**src/rtl/cdb_arbiter_if.sv**
```systemverilog
// ============================================================================
// cdb_arbiter_if : producer result ports and CDB broadcast bundle
// Revision 1.0
// ============================================================================
`default_nettype none

interface cdb_arbiter_if #(
    parameter int ROB_W  = 4,
    parameter int DATA_W = 32
);
    logic              alu_flag;
    logic [ROB_W-1:0]  alu_reorder;
    logic [DATA_W-1:0] alu_val;
    logic              alu_full;
    logic              lsb_flag;
    logic [ROB_W-1:0]  lsb_reorder;
    logic [DATA_W-1:0] lsb_val;
    logic              lsb_full;
    logic              cdb_flag;
    logic [ROB_W-1:0]  cdb_reorder;
    logic [DATA_W-1:0] cdb_val;
    logic              cdb_src;
    logic              ovf_err;

    modport master (
        output alu_flag, alu_reorder, alu_val,
        output lsb_flag, lsb_reorder, lsb_val,
        input  alu_full, lsb_full,
        input  cdb_flag, cdb_reorder, cdb_val, cdb_src, ovf_err
    );

    modport slave (
        input  alu_flag, alu_reorder, alu_val,
        input  lsb_flag, lsb_reorder, lsb_val,
        output alu_full, lsb_full,
        output cdb_flag, cdb_reorder, cdb_val, cdb_src, ovf_err
    );
endinterface

`default_nettype wire

```
**src/rtl/cdb_arbiter.sv**
```systemverilog
// ============================================================================
// cdb_arbiter : per-source result FIFOs with round-robin grant onto the CDB
// Revision 1.0
// ============================================================================
`default_nettype none

module cdb_arbiter #(
    parameter int ROB_W  = 4,
    parameter int DATA_W = 32,
    parameter int DEPTH  = 4
) (
    input  wire logic   clk,
    input  wire logic   rst,
    input  wire logic   rdy,
    input  wire logic   flush,
    cdb_arbiter_if.slave bus
);
    localparam int PTR_W = $clog2(DEPTH);
    localparam int CNT_W = PTR_W + 1;
    localparam int ENT_W = ROB_W + DATA_W;
    localparam logic [CNT_W-1:0] FULL_CNT = CNT_W'(DEPTH);

    logic [ENT_W-1:0] mem_q  [2][DEPTH];
    logic [ENT_W-1:0] mem_d  [2][DEPTH];
    logic [PTR_W-1:0] wptr_q [2];
    logic [PTR_W-1:0] wptr_d [2];
    logic [PTR_W-1:0] rptr_q [2];
    logic [PTR_W-1:0] rptr_d [2];
    logic [CNT_W-1:0] cnt_q  [2];
    logic [CNT_W-1:0] cnt_d  [2];

    logic              last_q, last_d;
    logic              cdb_flag_q, cdb_flag_d;
    logic              cdb_src_q, cdb_src_d;
    logic              ovf_q, ovf_d;
    logic [ROB_W-1:0]  cdb_tag_q, cdb_tag_d;
    logic [DATA_W-1:0] cdb_val_q, cdb_val_d;

    logic             in_flag [2];
    logic [ENT_W-1:0] in_data [2];
    logic             empty   [2];
    logic             full    [2];
    logic             cand    [2];
    logic [ENT_W-1:0] head    [2];
    logic             grant   [2];
    logic             pop     [2];
    logic             push_ok [2];
    logic             any_cand;
    logic             win;

    always_comb begin
        in_flag[0] = bus.alu_flag;
        in_data[0] = {bus.alu_reorder, bus.alu_val};
        in_flag[1] = bus.lsb_flag;
        in_data[1] = {bus.lsb_reorder, bus.lsb_val};
    end

    // Candidate is the FIFO head when buffered, else the bypassed input.
    always_comb begin
        for (int s = 0; s < 2; s++) begin
            empty[s] = (cnt_q[s] == '0);
            full[s]  = (cnt_q[s] == FULL_CNT);
            cand[s]  = !empty[s] || in_flag[s];
            head[s]  = empty[s] ? in_data[s] : mem_q[s][rptr_q[s]];
        end
        any_cand = cand[0] || cand[1];
        win      = (cand[0] && cand[1]) ? ~last_q : cand[1];
        grant[0] = any_cand && !win;
        grant[1] = any_cand && win;
    end

    always_comb begin
        mem_d      = mem_q;
        wptr_d     = wptr_q;
        rptr_d     = rptr_q;
        cnt_d      = cnt_q;
        last_d     = last_q;
        cdb_flag_d = cdb_flag_q;
        cdb_src_d  = cdb_src_q;
        cdb_tag_d  = cdb_tag_q;
        cdb_val_d  = cdb_val_q;
        ovf_d      = ovf_q;
        for (int s = 0; s < 2; s++) begin
            pop[s]     = 1'b0;
            push_ok[s] = 1'b0;
        end

        if (rdy) begin
            if (flush) begin
                for (int s = 0; s < 2; s++) begin
                    wptr_d[s] = '0;
                    rptr_d[s] = '0;
                    cnt_d[s]  = '0;
                end
                cdb_flag_d = 1'b0;
            end else begin
                cdb_flag_d = any_cand;
                if (any_cand) begin
                    {cdb_tag_d, cdb_val_d} = head[win];
                    cdb_src_d = win;
                    last_d    = win;
                end
                // Fullness is judged before this edge's pop, so a full FIFO refuses pushes.
                for (int s = 0; s < 2; s++) begin
                    pop[s]     = grant[s] && !empty[s];
                    push_ok[s] = in_flag[s] && !(grant[s] && empty[s]) && !full[s];
                    if (in_flag[s] && full[s])
                        ovf_d = 1'b1;
                    if (push_ok[s]) begin
                        mem_d[s][wptr_q[s]] = in_data[s];
                        wptr_d[s] = wptr_q[s] + PTR_W'(1);
                    end
                    if (pop[s])
                        rptr_d[s] = rptr_q[s] + PTR_W'(1);
                    cnt_d[s] = cnt_q[s] + {{(CNT_W-1){1'b0}}, push_ok[s]}
                                        - {{(CNT_W-1){1'b0}}, pop[s]};
                end
            end
        end
    end

    always_ff @(posedge clk or negedge rst) begin
        if (!rst) begin
            for (int s = 0; s < 2; s++) begin
                for (int e = 0; e < DEPTH; e++)
                    mem_q[s][e] <= '0;
                wptr_q[s] <= '0;
                rptr_q[s] <= '0;
                cnt_q[s]  <= '0;
            end
            last_q     <= 1'b1;
            cdb_flag_q <= 1'b0;
            cdb_src_q  <= 1'b0;
            cdb_tag_q  <= '0;
            cdb_val_q  <= '0;
            ovf_q      <= 1'b0;
        end else begin
            mem_q      <= mem_d;
            wptr_q     <= wptr_d;
            rptr_q     <= rptr_d;
            cnt_q      <= cnt_d;
            last_q     <= last_d;
            cdb_flag_q <= cdb_flag_d;
            cdb_src_q  <= cdb_src_d;
            cdb_tag_q  <= cdb_tag_d;
            cdb_val_q  <= cdb_val_d;
            ovf_q      <= ovf_d;
        end
    end

    assign bus.alu_full    = full[0];
    assign bus.lsb_full    = full[1];
    assign bus.cdb_flag    = cdb_flag_q;
    assign bus.cdb_reorder = cdb_tag_q;
    assign bus.cdb_val     = cdb_val_q;
    assign bus.cdb_src     = cdb_src_q;
    assign bus.ovf_err     = ovf_q;

endmodule

`default_nettype wire
```
**src/flat_wrapper.sv**
```systemverilog
// flat-port wrapper written by rule: the top's interface ports become plain ports
module cdb_arbiter_flat 
#(
    parameter int ROB_W  = 4,
    parameter int DATA_W = 32,
    parameter int DEPTH  = 4
)
  (clk, rst, rdy, flush, bus_alu_flag, bus_alu_reorder, bus_alu_val, bus_lsb_flag, bus_lsb_reorder, bus_lsb_val, bus_alu_full, bus_lsb_full, bus_cdb_flag, bus_cdb_reorder, bus_cdb_val, bus_cdb_src, bus_ovf_err);
  cdb_arbiter_if #(.ROB_W(ROB_W), .DATA_W(DATA_W)) bus_i ();
  input  wire logic clk;
  input  wire logic rst;
  input  wire logic rdy;
  input  wire logic flush;
  input wire logic [$bits(bus_i.alu_flag)-1:0] bus_alu_flag;
  input wire logic [$bits(bus_i.alu_reorder)-1:0] bus_alu_reorder;
  input wire logic [$bits(bus_i.alu_val)-1:0] bus_alu_val;
  input wire logic [$bits(bus_i.lsb_flag)-1:0] bus_lsb_flag;
  input wire logic [$bits(bus_i.lsb_reorder)-1:0] bus_lsb_reorder;
  input wire logic [$bits(bus_i.lsb_val)-1:0] bus_lsb_val;
  output wire logic [$bits(bus_i.alu_full)-1:0] bus_alu_full;
  output wire logic [$bits(bus_i.lsb_full)-1:0] bus_lsb_full;
  output wire logic [$bits(bus_i.cdb_flag)-1:0] bus_cdb_flag;
  output wire logic [$bits(bus_i.cdb_reorder)-1:0] bus_cdb_reorder;
  output wire logic [$bits(bus_i.cdb_val)-1:0] bus_cdb_val;
  output wire logic [$bits(bus_i.cdb_src)-1:0] bus_cdb_src;
  output wire logic [$bits(bus_i.ovf_err)-1:0] bus_ovf_err;
  assign bus_i.alu_flag = bus_alu_flag;
  assign bus_i.alu_reorder = bus_alu_reorder;
  assign bus_i.alu_val = bus_alu_val;
  assign bus_i.lsb_flag = bus_lsb_flag;
  assign bus_i.lsb_reorder = bus_lsb_reorder;
  assign bus_i.lsb_val = bus_lsb_val;
  assign bus_alu_full = bus_i.alu_full;
  assign bus_lsb_full = bus_i.lsb_full;
  assign bus_cdb_flag = bus_i.cdb_flag;
  assign bus_cdb_reorder = bus_i.cdb_reorder;
  assign bus_cdb_val = bus_i.cdb_val;
  assign bus_cdb_src = bus_i.cdb_src;
  assign bus_ovf_err = bus_i.ovf_err;
  cdb_arbiter #(.ROB_W(ROB_W), .DATA_W(DATA_W), .DEPTH(DEPTH)) u_core (.clk(clk), .rst(rst), .rdy(rdy), .flush(flush), .bus(bus_i));
endmodule
```
**config.mk**
```make
export PLATFORM = sky130hd
export DESIGN_NAME = cdb_arbiter_flat
export DESIGN_NICKNAME = d
export VERILOG_FILES = /design/src/rtl/cdb_arbiter_if.sv /design/src/rtl/cdb_arbiter.sv /design/src/flat_wrapper.sv
export SDC_FILE = /design/constraint.sdc
export NUM_CORES = 1
export LEC_CHECK = 0
export CAP_MARGIN = 0
export CORE_MARGIN = 4
export CORE_UTILIZATION = 60
export DETAILED_ROUTE_END_ITERATION = 10
export PLACE_DENSITY = 0.92
export SYNTH_ARGS = -nofsm -noshare
export SYNTH_HDL_FRONTEND = slang
export SYNTH_SLANG_ARGS = --single-unit
export TNS_END_PERCENT = 5
```
**constraint.sdc**
```tcl
create_clock -name clk -period 7.2 [get_ports clk]
set_input_delay 1.44 -clock clk [delete_from_list [all_inputs] [get_ports clk]]
set_output_delay 1.44 -clock clk [all_outputs]
set_load 0.01 [all_outputs]
```
# After elaboration in Yosys (flattened, before gate mapping)

Cells that the tools add are included.

Register bits: 342
Bits of input ports: 78
Output and inout port bits: 41
Word-level logic and storage cells: 112

Add/subtract/negate cells: 8
Order comparisons: 7
Equality and inequality tests: 2
Muxes and demuxes: 28
Bitwise operators: 7
Reductions and logical operators: 40

Operator list:

| kind                                                | count |
|---|---|
| 2-to-1 mux 36 bit                                   | 11 |
| bitwise mux 144 bit                                 | 2 |
| binary-select mux 36 bit (select 2 bit)             | 2 |
| demux 36 bit (select 2 bit)                         | 2 |
| logical AND 1 bit                                   | 15 |
| >= comparator 3 bit (second input constant)         | 4 |
| inverter 2 -> 3 bit                                 | 4 |
| AND reduction 3 bit                                 | 4 |
| nonzero test 2 bit                                  | 5 |
| adder 2 x 1 -> 2 bit (second input constant)        | 4 |
| 2-to-1 mux 2 bit                                    | 4 |
| 2-to-1 mux 4 bit                                    | 2 |
| AND reduction 2 bit                                 | 4 |
| zero test 1 bit                                     | 7 |
| adder 3 x 1 -> 3 bit                                | 2 |
| == test 3 bit (second input constant)               | 2 |
| zero test 3 bit                                     | 2 |
| < comparator 3 x 1 -> 1 bit (second input constant) | 2 |
| 2-to-1 mux 6 bit                                    | 1 |
| subtractor 3 x 1 -> 3 bit                           | 2 |
| 2-to-1 mux 1 bit                                    | 4 |
| logical OR 1 bit                                    | 3 |
| >= comparator 2 bit (second input constant)         | 1 |
| inverter 1 bit                                      | 2 |
| inverter 1 -> 2 bit                                 | 1 |

# Depth between registers and ports, before layout

Depth after elaboration: 14
Gate-level depth with buffers: 12
Gate-level depth less buffers: 11

# Worst setup path after synthesis

No wires, ideal clock.

Path kind: input to register
Start: input port bus_lsb_flag
End: register u_core.cnt_q[5] (netlist bit)
Setup time: 0.132 ns
Arrival time: 3.575 ns
Data required time: 7.068 ns
Path slack: 3.493 ns
Cell stages on the path: 12
Buffers on the path: 1
Cells stage by stage: buf_6 or4_1 a21oi_1 ha_1 inv_1 ha_1 inv_1 fa_1 xor2_1 o21ai_0 nand2_1 o21ai_0

Word-level cells in the longest chain between the ends: 12
Elaborated cells on any way between the ends: 14
Classes of those cells: add/sub (2); mux (2); reduce/logical (10)

Ends and longest elaborated chain:

| what                           | RTL line           | text |
|---|---|---|
| from (decl)                    | flat_wrapper.sv:17 | `input wire logic [$bits(bus_i.lsb_flag)-1:0] bus_lsb_flag;` |
| logical OR 1 bit *             | cdb_arbiter.sv:63  | `cand[s] = !empty[s] \|\| in_flag[s];` |
| logical AND 1 bit              | cdb_arbiter.sv:67  | `win = (cand[0] && cand[1]) ? ~last_q : cand[1];` |
| 2-to-1 mux 1 bit               | cdb_arbiter.sv:67  |  |
| zero test 1 bit                | cdb_arbiter.sv:68  | `grant[0] = any_cand && !win;` |
| logical AND 1 bit *            | cdb_arbiter.sv:68  |  |
| logical AND 1 bit              | cdb_arbiter.sv:106 | `push_ok[s] = in_flag[s] && !(grant[s] && empty[s]) && !full[s];` |
| zero test 1 bit                | cdb_arbiter.sv:106 |  |
| logical AND 1 bit (2 in a row) | cdb_arbiter.sv:106 |  |
| adder 3 x 1 -> 3 bit           | cdb_arbiter.sv:115 | `cnt_d[s] = cnt_q[s] + {{(CNT_W-1){1'b0}}, push_ok[s]}` |
| subtractor 3 x 1 -> 3 bit *    | cdb_arbiter.sv:116 | `- {{(CNT_W-1){1'b0}}, pop[s]};` |
| 2-to-1 mux 6 bit *             | cdb_arbiter.sv:89  | `if (flush) begin` |
| to (signal assigned)           | cdb_arbiter.sv:141 | `cnt_q <= cnt_d;` |
| to (decl)                      | cdb_arbiter.sv:29  | `logic [CNT_W-1:0] cnt_q [2];` |

Mark *: on every way between the ends. The rest lies on a longest branch, timed or not.
A chain may end at the register's enable or synchronous reset.

# Worst setup path after layout

Start: input port rdy
End: register u_core.mem_q[252] (netlist bit)

Word-level cells in the longest chain between the ends: 1

Ends and longest elaborated chain:

| what                                 | RTL line           | text |
|---|---|---|
| from (decl)                          | flat_wrapper.sv:12 | `input wire logic rdy;` |
| AND reduction 3 bit (no source line) | -                  |  |
| to (signal assigned)                 | cdb_arbiter.sv:138 | `mem_q <= mem_d;` |
| to (decl)                            | cdb_arbiter.sv:23  | `logic [ENT_W-1:0] mem_q [2][DEPTH];` |

No other way between the ends.

==> impl_metrics.ini <==
[clock_network]
cts_buffers = 35
cts_root_buf = clkbuf_16
cts-hold-fix-buffers = 0
htreeDepth = 2
clk_pin_slew_ns = 0.06
clock-sinks = 342
cts_resized = 0
cts_setup_buffers = 0
cts_tree = built
worstSkewPairLatency_ns = 0.53
cts_buffer_depth = 3

[sta]
maxSlewHeadroom_pct = 31.1
min_period_ns = 4.56
finalCritPeriodShare_pct = 63.3
timing.hold.ws_ns = 0.484
setup_viol = 0
slew_viol_final = 0
fmax_mhz = 219
hold_viol_final = 0
skew_ns = 0.0188
worst_pin_slew_ns = 1.03
rsz0062_at_grt = no
setup-tns-final_ns = 0

[synthesis]
synth_flop_cell = dfrtp_1
synth_area_mm2 = 0.0168
yosys_warnings = 0
yosysTopAreaCell = dfrtp_1
synthAdderAreaFrac_pct = 1.13
synth_edf_count = 0
synth_xor_area_share_pct = 0.105
syn_area_per_cell_um2 = 14.4
muxShareOfSynthArea_pct = 31.8
ys_async_sr_fraction_pct = 100
synthDistinctLibCells = 48
synth_seq_area_share_pct = 51.1
synth_top_cell_area_share_pct = 50.9
ys_ff_latch = 342
synthCells = 1160
syn_nets = 1252
yosys.area_share.simple_pct = 5.37
synth_top_family_by_area = multiplexers
synth_area_leaders = dfrtp_1 51%, mux2_2 11%, mux2_4 11%
synth-compound-area-share_pct = 6.32

[power]
cellPowerDensity_mw_per_mm2 = 429
seq_power_share_pct = 39.5
power_frac_comb_pct = 39.6
p_total_w = 0.00817
p_sw_share_pct = 33.6
ir_drop_v = 0.000262
p_sw_w = 0.00274
leakage_nw = 8.32
p_int_w = 0.00543
clock_power_share_pct = 21.0

[floorplan]
dieArea_mm2 = 0.0307
die_x_um = 175
coreArea_mm2 = 0.0273
die_y_um = 175
ios = 119
start_util_pct = 61.5
rows = 60

[global_routing]
grt_max_degree = 174
antenna_found_initial = 2
grt_overflow_total = 0
grt_pass1_vias = 11369
grt_usage_pct = 26.6
grt_pass1_wl_um = 64600

[finish]
layout-drive-gt1-share_pct = 34.7
nFillCells = 1688
fin_cells = 1640
final_cell_area_mm2 = 0.0190
area_growth_pct = 13.5
n_antenna_cell = 0
fin_nets = 1340

[job]
maxCapViolCount = 0

[setup_path]
path_max_fanout = 36
end_kind = flop
crit_family = buffers and inverters
crit_required_ns = 7.59
worst-path-buf-inv = 3
crit_top_cell = buf_4
startpoint_type = primary input
crit_path_max_incr_delay_ns = 0.87
cpMaxStageDelayCell = clkdlybuf4s50_1
cp_cell_sequence = clkdlybuf4s50_1, and2b_1, buf_4, and3_2, buf_4, mux2_2
path_class = in -> reg
worstPathArrival_ns = 4.95

[detailed_routing]
firstDrtPassIters = 6
dr.first_iter.drc_count = 966
wire_per_inst_um = 24.5
via_per_inst = 6.43
drcViolationCount = 0
routed_wl_um = 40200
ant_nets = 0
num_vias = 10542

[placement]
dp_cells = 1583
port_buffers = 118
hpwl_um = 24800
place_area_mm2 = 0.0180
gp_congestion = 0.884

[outcome]
outcome = finished, final reports clean

[worst_hold_path]
hold_class = reg -> reg
==> cells in the mapped netlist (4+ instances only) <==
library cell / instances
buf_1: 6
buf_12: 12
o2111ai_1: 36
and3_1: 5
buf_4: 13
nand3_1: 4
nor2_4: 4
buf_6: 5
o211ai_1: 37
a31oi_1: 37
o21ai_0: 16
ha_1: 12
buf_2: 18
nor2_1: 8
nand2_1: 124
mux4_2: 72
inv_1: 18
mux2_1: 8
mux2_2: 161
nor2b_1: 36
a22o_1: 4
dfrtp_1: 341
mux2_4: 120
clkbuf_1: 35
==> worst register-to-register path, stage by stage, from the launching register on <==
cell     delay (ns)
dfrtp_1        0.50
nor3_4         0.20
buf_4          0.62
nor2_1         0.28
ha_1           0.35
inv_1          0.04
ha_1           0.21
fa_1           0.43
xnor2_1        0.22
o21ai_0        0.10
nand2_1        0.10
o21ai_0        0.08
==> power groups by stage <==
stage	sequential [W]	combinational, W	clock, W
6_report	0.00323	0.00323	0.00171
3_5_place_dp	0.00320	0.00318	0
2_1_floorplan	0.00305	0.00238	0
3_3_place_gp	0.00315	0.00302	0
4_1_cts	0.00320	0.00323	0.00173
5_1_grt	0.00329	0.00347	0.00181
==> logic make-up after synthesis <==
logic type | Yosys count
XOR/XNOR | 2
AO/OA/AOI/OAI | 143
flip-flops | 342
AND/OR/NAND/NOR | 191
multiplexers | 361
adder cells (fa/ha/maj) | 14
buffers and inverters | 107
==> state kept, by name, summed over array words and instances (netlist names), 4 cells and up <==
register,flops
u_core.wptr_q,4
u_core.mem_q,288
u_core.cnt_q,6
u_core.rptr_q,4
u_core.bus.cdb_reorder,4
u_core.bus.cdb_val,32
==> final timing paths <==
path / start / endpoint / slack (ns) / depth (start not counted)
worst max-delay path: rdy / u_core.mem_q[252] / 2.64 / 6
worst min-delay path: u_core.bus.ovf_err / u_core.bus.ovf_err / 0.48 / 1
worst max register to register: u_core.cnt_q[1] / u_core.cnt_q[2] / 3.96 / 11
worst min register to register: u_core.bus.ovf_err / u_core.bus.ovf_err / 0.48 / 1
max in group asynchronous: rst / u_core.mem_q[48] / 4.82 / 2
min in group asynchronous: rst / u_core.mem_q[32] / 0.89 / 1
==> final cells by class <==
type	instances	area (µm²)	share of cell area, %
Inverter	18	67.6	0.355
Sequential cell	342	8560	45.0
Multi-Input combinational cell	711	7510	39.5
Timing Repair Buffer	140	1360	7.14
Tap cell	372	465	2.45
Clock buffer	51	1010	5.30
Clock inverter	6	48.8	0.257
==> per-layer routing <==
metal | GRT usage [%] | part of all wire (%)
met5 | 0 | 0.057
met4 | 9.89 | 3.9
met3 | 5.50 | 6.9
met2 | 43.5 | 50
met1 | 35.6 | 40
==> layout by cell type (no fill, tap or decap), drive strengths merged, types with 12 or more instances in the layout <==
| cell | count |
|---|---|
| a31oi | 37 |
| buf | 24 |
| clkbuf | 51 |
| clkdlybuf4s50 | 116 |
| dfrtp | 341 |
| ha | 12 |
| inv | 19 |
| mux2 | 289 |
| mux4 | 72 |
| nand2 | 124 |
| nor2 | 12 |
| nor2b | 36 |
| o2111ai | 36 |
| o211ai | 37 |
| o21ai | 16 |
==> per-stage QoR <==
stage                     util (%)  worst slack (ns)
after CTS                     69.8              2.70
after global placement        65.9              2.35
after detailed placement      65.9              2.20
after global routing          69.8              2.55
after floorplan                  -              3.49
final                         69.8              2.64
Note: power is estimated with default switching activity, not from simulation.
